File: config.mk
export PLATFORM = sky130hd
export DESIGN_NAME = nxn_b2_seq_multiplier
export DESIGN_NICKNAME = d
export VERILOG_FILES = /design/src/rtl/nxn_b2_seq_multiplier.sv
export SDC_FILE = /design/constraint.sdc
export NUM_CORES = 1
export LEC_CHECK = 0
export ABC_AREA = 0
export CORE_MARGIN = 1.5
export CORE_UTILIZATION = 49
export CTS_BUF_LIST = sky130_fd_sc_hd__clkbuf_8
export CTS_CLUSTER_DIAMETER = 100
export CTS_CLUSTER_SIZE = 30
export DETAILED_ROUTE_END_ITERATION = 16
export HOLD_SLACK_MARGIN = 0.15
export PLACE_DENSITY = 0.84
export REMOVE_ABC_BUFFERS = 1
export SYNTH_ARGS = -nofsm -noshare
export SYNTH_HDL_FRONTEND = slang
export SYNTH_SLANG_ARGS = --single-unit
File: constraint.sdc
create_clock -name clock -period 1.8 [get_ports clock]
set_input_delay 0.36 -clock clock [delete_from_list [all_inputs] [get_ports clock]]
set_output_delay 0.36 -clock clock [all_outputs]
set_load 0.01 [all_outputs]
File: src/rtl/nxn_b2_seq_multiplier.sv
// Sequential base-2 shift-and-add multiplier: 2N-bit product of two N-bit unsigned
// operands, one partial-product step per clock, with start/ready handshake and held result.
module nxn_b2_seq_multiplier #(
    parameter int N = 8
) (
    input  logic             clock,
    input  logic             reset,
    input  logic             start,
    input  logic [N-1:0]     x,
    input  logic [N-1:0]     y,
    output logic             ready,
    output logic             done,
    output logic [2*N-1:0]   p
);

    localparam int CW = $clog2(N + 1);
    localparam logic [CW-1:0] LAST = CW'(N - 1);

    // state | meaning
    // IDLE  | waiting for first operation after reset
    // RUN   | iterating N shift-add steps
    // DONE  | product held in p, new start accepted
    typedef enum logic [1:0] {IDLE, RUN, DONE} state_t;

    state_t          state;
    logic [N-1:0]    a;
    logic [2*N:0]    r;
    logic [CW-1:0]   cnt;
    logic [N:0]      acc_next;
    logic [2*N:0]    r_next;

    // Add and shift combined: accumulator is N+1 bits so the sum never overflows.
    always_comb begin
        acc_next = r[0] ? (r[2*N:N] + {1'b0, a}) : r[2*N:N];
        r_next   = {1'b0, acc_next, r[N-1:1]};
    end

    always_ff @(posedge clock) begin
        if (reset) begin
            state <= IDLE;
            a     <= '0;
            r     <= '0;
            cnt   <= '0;
            p     <= '0;
            done  <= 1'b0;
            ready <= 1'b1;
        end else begin
            case (state)
                IDLE, DONE: begin
                    if (start) begin
                        a     <= x;
                        r     <= {{(N+1){1'b0}}, y};
                        cnt   <= '0;
                        done  <= 1'b0;
                        ready <= 1'b0;
                        state <= RUN;
                    end
                end
                RUN: begin
                    r   <= r_next;
                    cnt <= cnt + CW'(1);
                    if (cnt == LAST) begin
                        p     <= r_next[2*N-1:0];
                        done  <= 1'b1;
                        ready <= 1'b1;
                        state <= DONE;
                    end
                end
                default: begin
                    state <= IDLE;
                    ready <= 1'b1;
                end
            endcase
        end
    end

endmodule
==> metrics <==
number of synthesized flops with an enable pin=0; pin count of the biggest net entering global routing=30; Die W=roughly 70 µm; Crit path largest cell delay=around 0.37 ns; critical path depth=7; Power, Total=about 2.1 mW; layout cell share with drive strength beyond 1=between 10% and 20%; crit share post-route=102.7%; RSZ-0062 raised after global routing=yes; postcts setup bufs=0; post-DP HPWL=3.387 mm; CP most frequent cell=a211oi_2; ant diodes=0; Post-Route WL=~4.9 mm; worst endpoint required time=roughly 2.0 ns; Synth warnings=0; antenna-violating nets left=0; Yosys cell types=40; clock slew at reported path FFs=around 0.09 ns; Pleak=slightly above 1 nW; pre-CTS worst setup slack=-0.1016 ns; Core ar.=4354 µm²; drt pass-1 iters=4; worst r2r path cells=7; CP Cell Sequence=ha_4, fa_2, a211oi_2, o21ai_2, xor2_1, nand2_1, a211oi_2; Worst EP arrival=approximately 2.1 ns; xor/xnor share of the synthesized area=just under 2%; Hold Path Depth=2; asr flop ratio synth=0%; Slew HR=roughly 70%; CTS max path bufs=2; # DRC=0; Clock Skew=roughly 0.004 ns; clk_lat worst skew=approximately 0.30 ns; # clock sinks=48; Starting Density=~51%; mux contribution to synthesized area=under 10%; WL/cell=13.95 µm; endpoints failing setup=1; worst setup margin=-0.04805 ns; WHS=roughly 0.46 ns; Die ar.=roughly 4900 µm²; critical path type=reg2reg; multi-input logic area=1185 µm²; Fillers=between 300 and 400; Buffers on Ports=36; Crit. End Element=flip-flop; endpoints failing hold=0; DR vias/cell=around 5.6; Boundary Pins=37; Reg area=~960 µm²; row count=24; end-of-flow core utilization=64.43%; predominant post-synthesis flop cell=dfxtp_1; Max VDD drop=between 300 and 400 µV; post-synthesis adder-cell area fraction=5.985%; cells after synthesis=260; Synth Area in Simple Gates=18.97%; die height=70.25 µm; mapped cell area=2216 µm²; hold_buf cts=0; status=complete, but fails checks; CP Buf/Inv Count=0; First DRT Iteration DRCs=~160; Synth Area in Compound Gates=23.21%; Seq cells post-synth=48; DR vias=1965; flop-to-flop setup slack=-0.05 ns; vias in the first global route=about 1900; Seq/Total Area, Yosys=between 40% and 50%; Avg Cell Area, Syn=about 8.5 µm²; fin nets=approximately 330; Crit-path slowest cell=fa_2; FMAX=roughly 0.54 GHz; CP top delay family=compound AO/OA/AOI/OAI gates; MaxCap Viol Count=0; first-pass GRT wire length=roughly 8.3 mm; minimum clock period=1.848 ns; max-slew violations=0; worst slew pin tran=around 0.45 ns; failing checks=negative setup slack; CP max FO=3; Total GRT Usage=between 20% and 30%; Hold WC Path Type=reg2reg; gp weighted congestion=between 0.9 and 1; largest family of logic cells by synthesized area=compound AO/OA/AOI/OAI gates; CTS tree=built; CTS buffer count=5; commonest non-fill, non-tap cell in the layout=nand2_1; Pwr Density=around 730 nW/µm²; commonest cells after routing, fill and taps aside=nand2_1, dfxtp_1, a21oi_1; Area Overhead vs Synth=26.60%; CTS root buf=clkbuf_8; Remaining Overflow, GRT=0; H-tree depth=2; CP Launch Type=flip-flop; antenna violations before repair=0
==> cell families (layout without fill, tap and decap cells) <==
| family | Yosys count | count (layout) |
|---|---|---|
| multiplexers | 4 | 4 |
| adder cells (fa/ha/maj) | 10 | 10 |
| AO/OA/AOI/OAI | 82 | 82 |
| XOR/XNOR | 5 | 5 |
| flip-flops | 48 | 48 |
| buffers and inverters | 18 | 59 |
| AND/OR/NAND/NOR | 93 | 93 |
==> per-stage QoR <==
step	setup TNS, ns	cell area, µm²	instances
finish	-0.04805	2805	353
global route	-0.2920	2805	353
CTS	-0.008433	2795	353
detailed placement	-0.2270	2671	345
global placement	-0.1182	2671	345
floorplan	-0.03534	2116	243
==> worst paths after layout <==
path | to | start
hold / removal | p[3]$_SDFFE_PP0P_ | p[3]$_SDFFE_PP0P_
hold reg to reg | p[3]$_SDFFE_PP0P_ | p[3]$_SDFFE_PP0P_
setup reg to reg | p[13]$_SDFFE_PP0P_ | a[0]$_SDFFE_PP0P_
setup / recovery | p[13]$_SDFFE_PP0P_ | a[0]$_SDFFE_PP0P_
==> cell usage after synthesis (3+ instances only) <==
master    number  share of area, %
o21ai_0        5               1.1
o21a_1         3               1.0
ha_1           9               5.1
nand3_1        5               1.1
dfxtp_1       48                43
buf_2          5               1.1
a22oi_1        9               3.0
xnor2_1        3               1.2
buf_4          4               1.4
nor2b_1        3              0.85
mux2i_1        4               1.8
nand3b_1       3               1.0
nand2_1       48               8.1
nand2b_1       5               1.4
clkbuf_1       6               1.0
a21oi_1       43               9.7
a211oi_1       6               2.0
nor2_1        22               3.7
==> worst min-delay path, cell delays in order (launching register included) <==
cell and delay (ns):
dfxtp_1 0.32, nand2_1 0.05, a21oi_1 0.05
==> sequential cells by signal, indices dropped and copies added, names as in the netlist <==
name,flops
p,16
r,16
a,8
done,1
ready,1
state,2
cnt,4
==> repair_timing <==
item | CTS | global route
resized for setup | 7 | 4
pin swaps | 3 | 4
setup endpoints to repair | 6 | 10
==> where the power goes <==
group          switching (mW)  leakage [nW]  internal [mW]
clock                   0.368        0.0434          0.311
sequential             0.0297         0.391           1.09
combinational           0.133         0.597          0.116
==> routing by layer <==
metal,routed length [µm],up-vias,track usage [%]
met4,82,0,7.906
met1,2204,912,26.96
met5,0,-,0
li1,-,992,-
met2,2381,51,34.59
met3,254,10,4.329
==> area by class of cell <==
| cell class | count | share of cell area, % |
|---|---|---|
| tap | 52 | 2.319 |
| timing repair buffer | 50 | 17.48 |
| inverter | 1 | 0.1338 |
| clock buffer | 6 | 2.944 |
| sequential | 48 | 34.34 |
| clock inverter | 2 | 0.5352 |
| multi-input combinational | 194 | 42.24 |
Power figures use the tool's default switching activity.
